$ cat src/rtl/galaga_frame_ctrl_if.sv
// Bundles the VGA-side inputs and the sprite-state outputs of the Galaga frame sequencer.
// master drives vsync/buttons and reads sprite state; slave is the sequencer itself.
interface galaga_frame_ctrl_if;
    logic       vsync;
    logic       btn_left;
    logic       btn_right;
    logic       btn_fire;
    logic [9:0] rocket_x;
    logic [9:0] missile_x;
    logic [9:0] missile_y;
    logic       missile_active;
    logic       frame_tick;
    logic [7:0] frame_cnt;
    logic       busy;

    modport master (
        output vsync, btn_left, btn_right, btn_fire,
        input  rocket_x, missile_x, missile_y, missile_active,
        input  frame_tick, frame_cnt, busy
    );

    modport slave (
        input  vsync, btn_left, btn_right, btn_fire,
        output rocket_x, missile_x, missile_y, missile_active,
        output frame_tick, frame_cnt, busy
    );
endinterface

$ cat src/rtl/galaga_frame_ctrl.sv
// Per-frame sequencer: on each vsync fall it moves the rocket, then launches/advances the missile.
// All sprite coordinates are registers updated inside vertical blanking.
module galaga_frame_ctrl #(
    parameter int ROCKET_Y = 460,
    parameter int ROCKET_W = 11,
    parameter int X_RESET  = 315,
    parameter int X_MAX    = 629,
    parameter int STEP     = 4,
    parameter int MSPEED   = 8
) (
    input  logic                 clk,
    input  logic                 reset,
    galaga_frame_ctrl_if.slave   frame_if
);

    localparam logic [10:0] STEP_W   = 11'(STEP);
    localparam logic [10:0] XMAX_W   = 11'(X_MAX);
    localparam logic [9:0]  XRST_W   = 10'(X_RESET);
    localparam logic [9:0]  HALF_W   = 10'(ROCKET_W / 2);
    localparam logic [9:0]  LAUNCH_Y = 10'(ROCKET_Y - 4);
    localparam logic [9:0]  MSPD_W   = 10'(MSPEED);

    typedef enum logic [1:0] {
        S_IDLE    = 2'd0,
        S_ROCKET  = 2'd1,
        S_MISSILE = 2'd2
    } state_e;

    typedef struct packed {
        logic [9:0] x;
        logic [9:0] y;
        logic       active;
    } missile_t;

    logic [1:0] vs_sync_q, left_sync_q, right_sync_q, fire_sync_q;
    logic       vs_s, left_s, right_s, fire_s;
    logic       vs_prev_q, fire_prev_q;
    logic       tick_d, fire_rise;

    state_e     state_q, state_d;
    logic       frame_tick_q;
    logic [7:0] frame_cnt_q;
    logic       busy_q;
    logic       fire_pend_q, fire_pend_d;
    logic [9:0] rocket_x_q, rocket_x_d;
    missile_t   missile_q, missile_d;
    logic [10:0] rx_ext, rx_plus;

    // Two-flop synchronizers; vsync idles high so its chain resets to 1 to avoid a false tick.
    always_ff @(posedge clk or posedge reset) begin
        if (reset) begin
            vs_sync_q    <= 2'b11;
            left_sync_q  <= 2'b00;
            right_sync_q <= 2'b00;
            fire_sync_q  <= 2'b00;
            vs_prev_q    <= 1'b1;
            fire_prev_q  <= 1'b0;
        end else begin
            vs_sync_q    <= {vs_sync_q[0],    frame_if.vsync};
            left_sync_q  <= {left_sync_q[0],  frame_if.btn_left};
            right_sync_q <= {right_sync_q[0], frame_if.btn_right};
            fire_sync_q  <= {fire_sync_q[0],  frame_if.btn_fire};
            vs_prev_q    <= vs_s;
            fire_prev_q  <= fire_s;
        end
    end

    assign vs_s      = vs_sync_q[1];
    assign left_s    = left_sync_q[1];
    assign right_s   = right_sync_q[1];
    assign fire_s    = fire_sync_q[1];
    assign tick_d    = vs_prev_q & ~vs_s;
    assign fire_rise = fire_s & ~fire_prev_q;

    always_comb begin
        state_d = state_q;
        case (state_q)
            S_IDLE:    if (frame_tick_q) state_d = S_ROCKET;
            S_ROCKET:  state_d = S_MISSILE;
            S_MISSILE: state_d = S_IDLE;
            default:   state_d = S_IDLE;
        endcase
    end

    // Rocket move is evaluated in 11 bits so both clamps compare without wrap.
    assign rx_ext  = {1'b0, rocket_x_q};
    assign rx_plus = rx_ext + STEP_W;

    always_comb begin
        rocket_x_d = rocket_x_q;
        if (state_q == S_ROCKET) begin
            if (left_s && !right_s)
                rocket_x_d = (rx_ext >= STEP_W) ? 10'(rx_ext - STEP_W) : 10'd0;
            else if (right_s && !left_s)
                rocket_x_d = (rx_plus > XMAX_W) ? XMAX_W[9:0] : rx_plus[9:0];
        end
    end

    always_comb begin
        missile_d = missile_q;
        if (state_q == S_MISSILE) begin
            if (!missile_q.active) begin
                if (fire_pend_q) begin
                    missile_d.active = 1'b1;
                    missile_d.x      = rocket_x_q + HALF_W;
                    missile_d.y      = LAUNCH_Y;
                end
            end else if (missile_q.y >= MSPD_W) begin
                missile_d.y = missile_q.y - MSPD_W;
            end else begin
                missile_d.active = 1'b0;
                missile_d.y      = 10'd0;
            end
        end
    end

    // A fresh press in the clearing cycle must survive, so the set term has priority.
    always_comb begin
        fire_pend_d = fire_pend_q;
        if (state_q == S_MISSILE) fire_pend_d = 1'b0;
        if (fire_rise)            fire_pend_d = 1'b1;
    end

    always_ff @(posedge clk or posedge reset) begin
        if (reset) begin
            state_q      <= S_IDLE;
            frame_tick_q <= 1'b0;
            frame_cnt_q  <= 8'd0;
            busy_q       <= 1'b0;
            fire_pend_q  <= 1'b0;
            rocket_x_q   <= XRST_W;
            missile_q    <= '0;
        end else begin
            state_q      <= state_d;
            frame_tick_q <= tick_d;
            frame_cnt_q  <= frame_cnt_q + {7'd0, tick_d};
            busy_q       <= (state_d != S_IDLE);
            fire_pend_q  <= fire_pend_d;
            rocket_x_q   <= rocket_x_d;
            missile_q    <= missile_d;
        end
    end

    assign frame_if.rocket_x       = rocket_x_q;
    assign frame_if.missile_x      = missile_q.x;
    assign frame_if.missile_y      = missile_q.y;
    assign frame_if.missile_active = missile_q.active;
    assign frame_if.frame_tick     = frame_tick_q;
    assign frame_if.frame_cnt      = frame_cnt_q;
    assign frame_if.busy           = busy_q;

endmodule
$ cat src/flat_wrapper.sv
// flat-port wrapper written by rule: the top's interface ports become plain ports
module galaga_frame_ctrl_flat 
#(
    parameter int ROCKET_Y = 460,
    parameter int ROCKET_W = 11,
    parameter int X_RESET  = 315,
    parameter int X_MAX    = 629,
    parameter int STEP     = 4,
    parameter int MSPEED   = 8
)
  (clk, reset, frame_if_vsync, frame_if_btn_left, frame_if_btn_right, frame_if_btn_fire, frame_if_rocket_x, frame_if_missile_x, frame_if_missile_y, frame_if_missile_active, frame_if_frame_tick, frame_if_frame_cnt, frame_if_busy);
  galaga_frame_ctrl_if frame_if_i ();
  input  logic clk;
  input  logic reset;
  input wire logic [$bits(frame_if_i.vsync)-1:0] frame_if_vsync;
  input wire logic [$bits(frame_if_i.btn_left)-1:0] frame_if_btn_left;
  input wire logic [$bits(frame_if_i.btn_right)-1:0] frame_if_btn_right;
  input wire logic [$bits(frame_if_i.btn_fire)-1:0] frame_if_btn_fire;
  output wire logic [$bits(frame_if_i.rocket_x)-1:0] frame_if_rocket_x;
  output wire logic [$bits(frame_if_i.missile_x)-1:0] frame_if_missile_x;
  output wire logic [$bits(frame_if_i.missile_y)-1:0] frame_if_missile_y;
  output wire logic [$bits(frame_if_i.missile_active)-1:0] frame_if_missile_active;
  output wire logic [$bits(frame_if_i.frame_tick)-1:0] frame_if_frame_tick;
  output wire logic [$bits(frame_if_i.frame_cnt)-1:0] frame_if_frame_cnt;
  output wire logic [$bits(frame_if_i.busy)-1:0] frame_if_busy;
  assign frame_if_i.vsync = frame_if_vsync;
  assign frame_if_i.btn_left = frame_if_btn_left;
  assign frame_if_i.btn_right = frame_if_btn_right;
  assign frame_if_i.btn_fire = frame_if_btn_fire;
  assign frame_if_rocket_x = frame_if_i.rocket_x;
  assign frame_if_missile_x = frame_if_i.missile_x;
  assign frame_if_missile_y = frame_if_i.missile_y;
  assign frame_if_missile_active = frame_if_i.missile_active;
  assign frame_if_frame_tick = frame_if_i.frame_tick;
  assign frame_if_frame_cnt = frame_if_i.frame_cnt;
  assign frame_if_busy = frame_if_i.busy;
  galaga_frame_ctrl #(.ROCKET_Y(ROCKET_Y), .ROCKET_W(ROCKET_W), .X_RESET(X_RESET), .X_MAX(X_MAX), .STEP(STEP), .MSPEED(MSPEED)) u_core (.clk(clk), .reset(reset), .frame_if(frame_if_i));
endmodule
$ cat config.mk
export PLATFORM = sky130hd
export DESIGN_NAME = galaga_frame_ctrl_flat
export DESIGN_NICKNAME = d
export VERILOG_FILES = /design/src/rtl/galaga_frame_ctrl_if.sv /design/src/rtl/galaga_frame_ctrl.sv /design/src/flat_wrapper.sv
export SDC_FILE = /design/constraint.sdc
export NUM_CORES = 1
export LEC_CHECK = 0
export CAP_MARGIN = 20
export CORE_UTILIZATION = 53
export CTS_CLUSTER_SIZE = 14
export DETAILED_ROUTE_END_ITERATION = 10
export PLACE_DENSITY = 0.8
export SYNTH_ARGS = -nofsm -noshare
export SYNTH_HDL_FRONTEND = slang
export SYNTH_SLANG_ARGS = --single-unit
$ cat constraint.sdc
create_clock -name clk -period 3.4 [get_ports clk]
set_clock_uncertainty 0.2 [all_clocks]
set_input_delay 0.34 -clock clk [delete_from_list [all_inputs] [get_ports clk]]
set_output_delay 0.34 -clock clk [all_outputs]
set_load 0.005 [all_outputs]
==> results.yml, run 1 <==
clock_network:
  clk_latency_ps: 310
  tritoncts: "built"
  root_buffer: "clkbuf_8"
  cts_hold_buf: 0
  clk_path_buf_depth: 2
  cts_sinks: 51
  cts_setup_buffers: 0
  cts_buffers: 5
  cts_max_level: 2
  path_clk_slew_ps: 100
  cts-resized-gates: 0
drt:
  drt-total-wl_um: 5926
  drtIter0Drc: 80
  vias: 2213
  firstDrtPassIters: 4
  via_per_inst: 5.560
  ant_nets: 0
  drc: 0
  routedWlPerCell_um: 14.89
finish:
  final-seq-area_mm2: 0.001287
  nets: 346
  fin_area_mm2: 0.003364
  insertedDiodeCount: 0
  multi_input_area_mm2: 0.001354
  final_layout_size_suffix_gt1_share_pct: 9.756
  mostFrequentLayoutCells: "clkdlybuf4s50_1, dfrtp_1, nand2_1"
  final_common_cell: "clkdlybuf4s50_1"
  area_growth_pct: 20.48
  nFillCells: 432
timing:
  tns_ps: 0
  hold_viol_final: 0
  rsz0062_at_grt: "false"
  tightest_slew_ps: 746.4
  max-slew-margin-rel_pct: 50.14
  drv_slew: 0
  timing.fmax_mhz: 357.5
  fin_crit_ps: 2797
  period_share_pct: 82.26
  setup_violations: 0
min_path:
  hp-class: "primary input to asynchronous set/reset pin"
global_route:
  grt_max_degree: 52
  grt_overflow: 0
  antenna_found_initial: 0
  grt_pass1_wl_um: 9749
  grt_use_total_pct: 23.12
  grt_pass1_vias: 2054
logic_synthesis:
  synth_area_mm2: 0.002793
  synth-seq-cells: 51
  synth_cells: 292
  yosys_warnings: 0
  syn_area_per_cell_um2: 9.564
  synth_edf_count: 0
  synthArstFlopShare_pct: 100.0
  ys_types: 61
  yosysSeqAreaShare_pct: 46.10
  synth_flop_cell: "dfrtp_1"
floorplan:
  core_area_mm2: 0.005075
  dieArea_mm2: 0.005564
  initial_core_util_pct: 55.03
  rows: 26
  die_w_um: 74.59
  die_h_um: 74.59
  pin_count: 47
power:
  peakVddDrop_mv: 0.3373
  cellPowerDensity_mw_per_mm2: 705.4
  p_leak_nw: 1.406
  p_int_mw: 1.516
  pwr-share-clk_pct: 18.6
  p_sw_mw: 0.8574
  p_sw_share_pct: 36.13
  p_comb_share_pct: 39.3
  power_frac_seq_pct: 42.1
setup_path:
  worst-path-max-fanout: 14
  cpPeakStageDelay_ps: 530
  required_ps: 3390
  crit_chain: "inv_1, ha_1, or3b_1, nor4_1, nand2b_1, o21ai_1, a41oi_1, o22ai_1"
  crit_family: "simple AND/OR/NAND/NOR gates"
  start_kind: "flop"
  path_buf_inv: 1
  end_kind: "flop"
  r2r_cells: 8
  crit_type: "flop to flop"
  cp.depth: 8
  arrival_ps: 2790
  slowest_stage: "dfrtp_1"
placed_design:
  detailed_place_hpwl_um: 4365
  gp_congestion: 0.9022
  port_buffers: 43
  place_area_mm2: 0.003223
job:
  cap_violations: 0
status:
  status: "completed"
==> registers in the layout, indices dropped and copies added, names as in the netlist <==
| signal | cells |
|---|---|
| u_core.frame_if.rocket_x | 10 |
| u_core.frame_if.frame_cnt | 8 |
| u_core.left_sync_q | 2 |
| u_core.vs_sync_q | 2 |
| u_core.frame_if.missile_x | 10 |
| u_core.frame_if.missile_y | 7 |
| u_core.right_sync_q | 2 |
| u_core.fire_sync_q | 2 |
| u_core.vs_prev_q | 1 |
| u_core.fire_prev_q | 1 |
| u_core.frame_if.frame_tick | 1 |
| u_core.frame_if.busy | 1 |
| u_core.state_q | 2 |
| u_core.frame_if.missile_active | 1 |
| u_core.fire_pend_q | 1 |
==> synthesized netlist by cell type (all sizes together) (2+ instances only) <==
library cell	number	share of area, %
nor2b	5	1.1
nor4	3	0.67
nor2	13	1.7
xor2	8	2.5
o21ai	27	4.8
dfrtp	42	38
clkbuf	9	1.3
mux2i	2	0.72
a31oi	6	1.3
inv	15	2.0
nor3	9	1.6
and2	2	0.45
a21oi	13	2.3
or3b	2	0.63
nand2b	3	0.67
or3	5	1.5
o22ai	3	0.67
xnor2	10	3.1
dfstp	9	8.5
nand4	2	0.45
nand2	33	4.4
nor3b	2	0.54
o31ai	2	0.72
a22oi	3	0.81
buf	10	2.4
ha	13	5.8
nand3	7	1.3
and3	5	1.1
o22a	2	0.63
or2	4	0.90
==> final cells by class <==
class | count | share of cell area, %
clock inverter | 2 | 1.153
sequential | 51 | 38.27
clock buffer | 6 | 2.454
tap | 70 | 2.603
multi-input combinational | 209 | 40.24
inverter | 15 | 1.673
timing repair buffer | 45 | 13.61
==> per-layer routing <==
layer,global-route usage (%),part of all wire (%),vias up
met4,6.080,0.86,0
met2,37.94,49,52
met3,6.098,4.4,4
met1,30.36,45,1068
li1,-,-,1089
met5,0,0,-
==> per-stage QoR <==
stage          total power [mW]  hold slack, ps  cells  setup WS [ps]  utilization, %
2_1_floorplan             1.512           131.2    294          865.0               -
3_5_place_dp              1.943           135.6    389          652.5           63.51
4_1_cts                   2.392           159.4    397          639.8           65.90
5_1_grt                   2.556           41.67    398          350.5           66.30
3_3_place_gp              1.903           132.9    389          743.8           63.51
6_report                  2.373           38.22    398          603.1           66.30
==> worst paths after layout <==
| path | start | end | slack (ps) |
|---|---|---|---|
| max in group asynchronous | reset | u_core.frame_if.rocket_x[3] | 2450 |
| setup / recovery | u_core.frame_if.rocket_x[2] | u_core.frame_if.rocket_x[7] | 600 |
| hold / removal | reset | u_core.frame_if.frame_cnt[7] | 40 |
| setup reg to reg | u_core.frame_if.rocket_x[2] | u_core.frame_if.rocket_x[7] | 600 |
| min in group clk | u_core.right_sync_q[0] | u_core.right_sync_q[1] | 160 |
| hold reg to reg | u_core.right_sync_q[0] | u_core.right_sync_q[1] | 160 |
==> power by group through the flow <==
| stage | clock [mW] | sequential [mW] | combinational [mW] |
|---|---|---|---|
| finish | 0.442 | 1.00 | 0.932 |
| global route | 0.479 | 1.04 | 1.04 |
| CTS | 0.457 | 1.00 | 0.934 |
| detailed placement | 0 | 1.01 | 0.929 |
| global placement | 0 | 0.998 | 0.905 |
| floorplan | 0 | 0.923 | 0.589 |
==> cells by family after synthesis <==
family,synth area share (%)
compound gates,16.62
xor+xnor,5.645
fa+ha+maj,5.825
buf+inv,5.690
flops,46.10
mux,1.120
other cells,0.1343
simple gates,18.86
No activity file was read; power rests on OpenSTA's default activity.
==> run 2: changes to the inputs <==
==> constraint.sdc (replaced) <==
create_clock -name clk -period 2.6 [get_ports clk]
set_clock_uncertainty 0.2 [all_clocks]
set_input_delay 0.26 -clock clk [delete_from_list [all_inputs] [get_ports clk]]
set_output_delay 0.26 -clock clk [all_outputs]
set_load 0.005 [all_outputs]
==> run 2 against run 1 <==
  * Sequential power rose by 24%
  * Worst setup slack got worse by 560 ps
  * Critical path type unchanged
  * Critical path depth fell by 1
  * Non-clock buffer count rose by 19
  * Hold slack improved by 110 ps
  * Critical endpoint is now u_core.frame_if.rocket_x[1]
  * Cell area rose by 4.8%
  * Flip-flop and latch count did not move
  * Count of clock-buffer cells in the layout fell by 1
==> results.yml, run 2 (synthesis results as in run 1) <==
setup_path:
  r2r_cells: 7
  required_ps: 2640
  worst-path-max-fanout: 6
  ff2ff_setup_slack_ps: 40
  end_kind: "flop"
  crit_type: "flop to flop"
  arrival_ps: 2600
  start_kind: "flop"
clock_network:
  cts_sinks: 51
  path_clk_slew_ps: 110
  cts_buffers: 5
  clk_path_buf_depth: 2
  tritoncts: "built"
  cts_hold_buf: 0
  clk_latency_ps: 310
  root_buffer: "clkbuf_8"
  cts_max_level: 2
job:
  cap_violations: 0
timing:
  max-slew-margin-rel_pct: 57.93
  hold_viol_final: 0
  timing.fmax_mhz: 390.8
  holdWs_ps: 144.0
  period_share_pct: 98.43
  drv_slew: 0
  tightest_slew_ps: 630.1
  setup_violations: 0
  fin_ws_ps: 40.94
  fin_crit_ps: 2559
global_route:
  antenna_found_initial: 0
  grt_overflow: 0
  grt_max_degree: 30
  grt_pass1_vias: 2099
  grt_use_total_pct: 24.45
  grt_pass1_wl_um: 10240
power:
  p_comb_share_pct: 46.1
  pwr-share-clk_pct: 15.2
  p_int_mw: 1.989
  cellPowerDensity_mw_per_mm2: 913.1
  p_sw_share_pct: 38.21
  peakVddDrop_mv: 0.4829
  power_frac_seq_pct: 38.6
  p_sw_mw: 1.230
  power_mw: 3.220
  p_leak_nw: 1.488
drt:
  via_per_inst: 5.612
  vias: 2340
  drtIter0Drc: 223
  routedWlPerCell_um: 15.25
  drc: 0
  ant_nets: 0
  drt-total-wl_um: 6360
  firstDrtPassIters: 4
status:
  status: "completed"
finish:
  mostFrequentLayoutCells: "clkdlybuf4s50_1, dfrtp_1, nand2_1"
  final_layout_size_suffix_gt1_share_pct: 16.43
  insertedDiodeCount: 0
  fin_util_pct: 69.48
  nets: 365
  final_common_cell: "clkdlybuf4s50_1"
  area_growth_pct: 26.25
placed_design:
  port_buffers: 43
  dp_slack_ps: -15.40
  detailed_place_hpwl_um: 4629
  gp_congestion: 0.9421
floorplan:
  rows: 26
  dieArea_mm2: 0.005564
  die_w_um: 74.59
  pin_count: 47
  initial_core_util_pct: 55.03
  die_h_um: 74.59
  core_area_mm2: 0.005075
min_path:
  hp-class: "primary input to asynchronous set/reset pin"
run 2: cell count changes in the layout (fill, tap and decap cells not counted), sizes merged:
| cell | change |
|---|---|
| clkinv | +2 |
| clkinvlp | +1 |
| buf | +19 |
| clkbuf | -1 |
| bufinv | -1 |
| inv | -1 |
run 2: path summary, 6_finish.rpt:
kind                                                     end                   startpoint
worst max-delay path             u_core.frame_if.rocket_x[1]  u_core.frame_if.rocket_x[3]
worst min-delay path            u_core.frame_if.frame_cnt[7]                        reset
worst max register to register   u_core.frame_if.rocket_x[1]  u_core.frame_if.rocket_x[3]
worst min register to register         u_core.left_sync_q[1]        u_core.left_sync_q[0]
max in group asynchronous        u_core.frame_if.rocket_x[1]                        reset
min in group clk                       u_core.left_sync_q[1]        u_core.left_sync_q[0]
run 2: through the flow:
| step | instances | TNS (ps) | cell area, um2 |
|---|---|---|---|
| finish | 417 | 0 | 3526 |
| global placement | 405 | -10.96 | 3356 |
| detailed placement | 405 | -15.40 | 3356 |
| CTS | 413 | 0 | 3462 |
| floorplan | 294 | 0 | 2800 |
| global route | 417 | -13.49 | 3526 |
run 2: power groups by stage:
stage                     logic, mW  registers, mW  clock network (mW)
after detailed placement       1.37           1.26                   0
after global routing           1.66           1.28               0.522
after floorplan               0.770           1.21                   0
after CTS                      1.38           1.24               0.497
final                          1.49           1.24               0.490
after global placement         1.34           1.25                   0
run 2: what timing repair did:
action,CTS,global route
gates resized for setup,2,5
setup buffers,0,4
pin swaps,1,2
endpoints found under the setup margin,3,9
run 2: critical path, cell delays in order, from the launching register on:
cell and delay [ps]:
dfstp_2 600, clkinvlp_4 180, ha_4 330, o221ai_2 120, o22ai_2 220, o31ai_2 120
a2111o_1 520, and3_1 210
run 2: final cells by class:
type	count	area [um2]
multi-input cells	209	1393
repair buffers	64	600.6
clock buffers	5	68.82
flip-flops and latches	51	1287
clock inverters	3	28.78
inverters	15	60.06
fillers	413	1549
well taps	70	87.58
run 2: routing by layer:
metal | wire [um] | track usage, %
met1 | 2894 | 33.97
met2 | 2929 | 37.54
met3 | 422 | 5.149
met4 | 113 | 9.434
met5 | 0 | 0
==> run 3: changes to the inputs <==
--- a/config.mk
+++ b/config.mk
@@ -6,6 +6,7 @@
 export NUM_CORES = 1
 export LEC_CHECK = 0
 export CAP_MARGIN = 20
+export CORE_ASPECT_RATIO = 1.25
 export CORE_UTILIZATION = 53
 export CTS_CLUSTER_SIZE = 14
 export DETAILED_ROUTE_END_ITERATION = 10
==> run 3 against run 2 <==
  * Global-route usage grew 0.066 points
  * Non-clock buffer count shrank 6
  * Power shrank 2.5%
  * Combinational power shrank 6%
  * Worst setup slack gained 34 ps
  * Core utilization shrank 1.6 points
  * Flip-flop and latch count is the same
  * Die area is essentially flat
  * Count of clock-buffer cells in the layout is the same
  * Critical path depth shrank 2
  * Wire length shrank 1.9%
  * Via count grew 0.47%
==> results.yml, run 3 (synthesis results as in run 1) <==
setup_path:
  slowest_stage: "dfstp_2"
  arrival_ps: 2580
  crit_type: "flop to flop"
  crit_chain: "and4b_1, a211oi_1, o31ai_2, a2111o_1, and3_1"
  end_kind: "flop"
  worst-path-max-fanout: 14
  crit_family: "compound AO/OA/AOI/OAI gates"
  required_ps: 2660
  start_kind: "flop"
  path_buf_inv: 0
  cpPeakStageDelay_ps: 720
clock_network:
  path_clk_slew_ps: 100
  cts_hold_buf: 0
  cts_buffers: 5
  root_buffer: "clkbuf_8"
  clk_latency_ps: 320
  tritoncts: "built"
  cts_sinks: 51
  clk_path_buf_depth: 2
  cts_max_level: 2
finish:
  layoutNonFillerInstCount: 403
  area_growth_pct: 23.39
  final_layout_size_suffix_gt1_share_pct: 14.08
  mostFrequentLayoutCells: "clkdlybuf4s50_1, dfrtp_1, nand2_1"
  insertedDiodeCount: 0
  nFillCells: 411
  nets: 359
  final_common_cell: "clkdlybuf4s50_1"
  fin_util_pct: 67.83
power:
  pwr-share-clk_pct: 15.7
  p_comb_share_pct: 44.7
  cellPowerDensity_mw_per_mm2: 910.7
  power_frac_seq_pct: 39.6
  peakVddDrop_mv: 0.5422
  p_int_mw: 1.938
  p_leak_nw: 1.463
  p_sw_mw: 1.200
  p_sw_share_pct: 38.24
  power_mw: 3.138
timing:
  tns_ps: 0
  tightest_slew_ps: 588.3
  hold_viol_final: 0
  drv_slew: 0
  setup_violations: 0
  timing.fmax_mhz: 396.0
  rsz0062_at_grt: "false"
  period_share_pct: 97.14
  fin_ws_ps: 74.48
  max-slew-margin-rel_pct: 60.52
  fin_crit_ps: 2526
global_route:
  antenna_found_initial: 0
  grt_overflow: 0
  grt_pass1_vias: 2178
  grt_pass1_wl_um: 10400
  grt_max_degree: 52
  grt_use_total_pct: 24.52
floorplan:
  rows: 29
  die_h_um: 83.16
  die_w_um: 66.93
  pin_count: 47
  core_area_mm2: 0.005080
  dieArea_mm2: 0.005565
  initial_core_util_pct: 54.98
placed_design:
  gp_congestion: 0.8709
  detailed_place_hpwl_um: 4347
  dp_slack_ps: 23.64
  port_buffers: 43
  dp.cells: 393
drt:
  drtIter0Drc: 170
  drc: 0
  routedWlPerCell_um: 15.48
  drt-total-wl_um: 6237
  vias: 2351
  firstDrtPassIters: 5
  ant_nets: 0
  via_per_inst: 5.834
min_path:
  hp-class: "primary input to asynchronous set/reset pin"
job:
  cap_violations: 0
status:
  status: "completed"
==> run 3: metal layers <==
metal | GRT usage, % | routed length [um]
met5 | 0 | 0
met4 | 10.64 | 174
met1 | 33.09 | 2665
met2 | 38.02 | 3097
met3 | 4.396 | 299
==> run 3: metrics by stage <==
stage               instance area [um2]  hold slack (ps)
global placement                   3316            131.6
detailed placement                 3316            139.5
floorplan                          2800            64.48
global route                       3446            130.1
finish                             3446            98.46
CTS                                3417            111.6
==> run 3: worst paths after layout <==
kind / slack (ps) / cells after the start / end / startpoint
setup / recovery: 70 / 5 / u_core.frame_if.rocket_x[1] / u_core.frame_if.rocket_x[5]
hold / removal: 100 / 3 / u_core.frame_if.missile_y[8] / reset
setup reg to reg: 70 / 5 / u_core.frame_if.rocket_x[1] / u_core.frame_if.rocket_x[5]
hold reg to reg: 150 / 0 / u_core.fire_sync_q[1] / u_core.fire_sync_q[0]
max in group asynchronous: 1820 / 3 / u_core.frame_if.rocket_x[4] / reset
min in group clk: 140 / 1 / u_core.vs_sync_q[0] / frame_if_vsync
==> run 3: cell type report <==
type / instances / area (um2) / area share, %
Clock buffer: 5 / 68.82 / 1.997
Clock inverter: 3 / 26.28 / 0.7625
Inverter: 15 / 56.30 / 1.634
Multi-Input combinational cell: 209 / 1374 / 39.87
Sequential cell: 51 / 1287 / 37.36
Tap cell: 62 / 77.57 / 2.251
Timing Repair Buffer: 58 / 555.5 / 16.12
==> run 3: timing repair <==
item,CTS,global route
gates resized for setup,1,3
gates cloned,0,0
endpoints found under the setup margin,1,6
setup buffers,0,2
==> run 3: worst min-delay path, stage by stage <==
cell and delay (ps):
clkdlybuf4s50_1 410, inv_2 70, buf_12 260
==> run 3: power by group through the flow <==
stage / combinational, mW / sequential [mW] / clock, mW
final: 1.40 / 1.24 / 0.492
after global routing: 1.54 / 1.28 / 0.533
after CTS: 1.35 / 1.25 / 0.505
after detailed placement: 1.34 / 1.26 / 0
after global placement: 1.31 / 1.25 / 0
after floorplan: 0.770 / 1.21 / 0
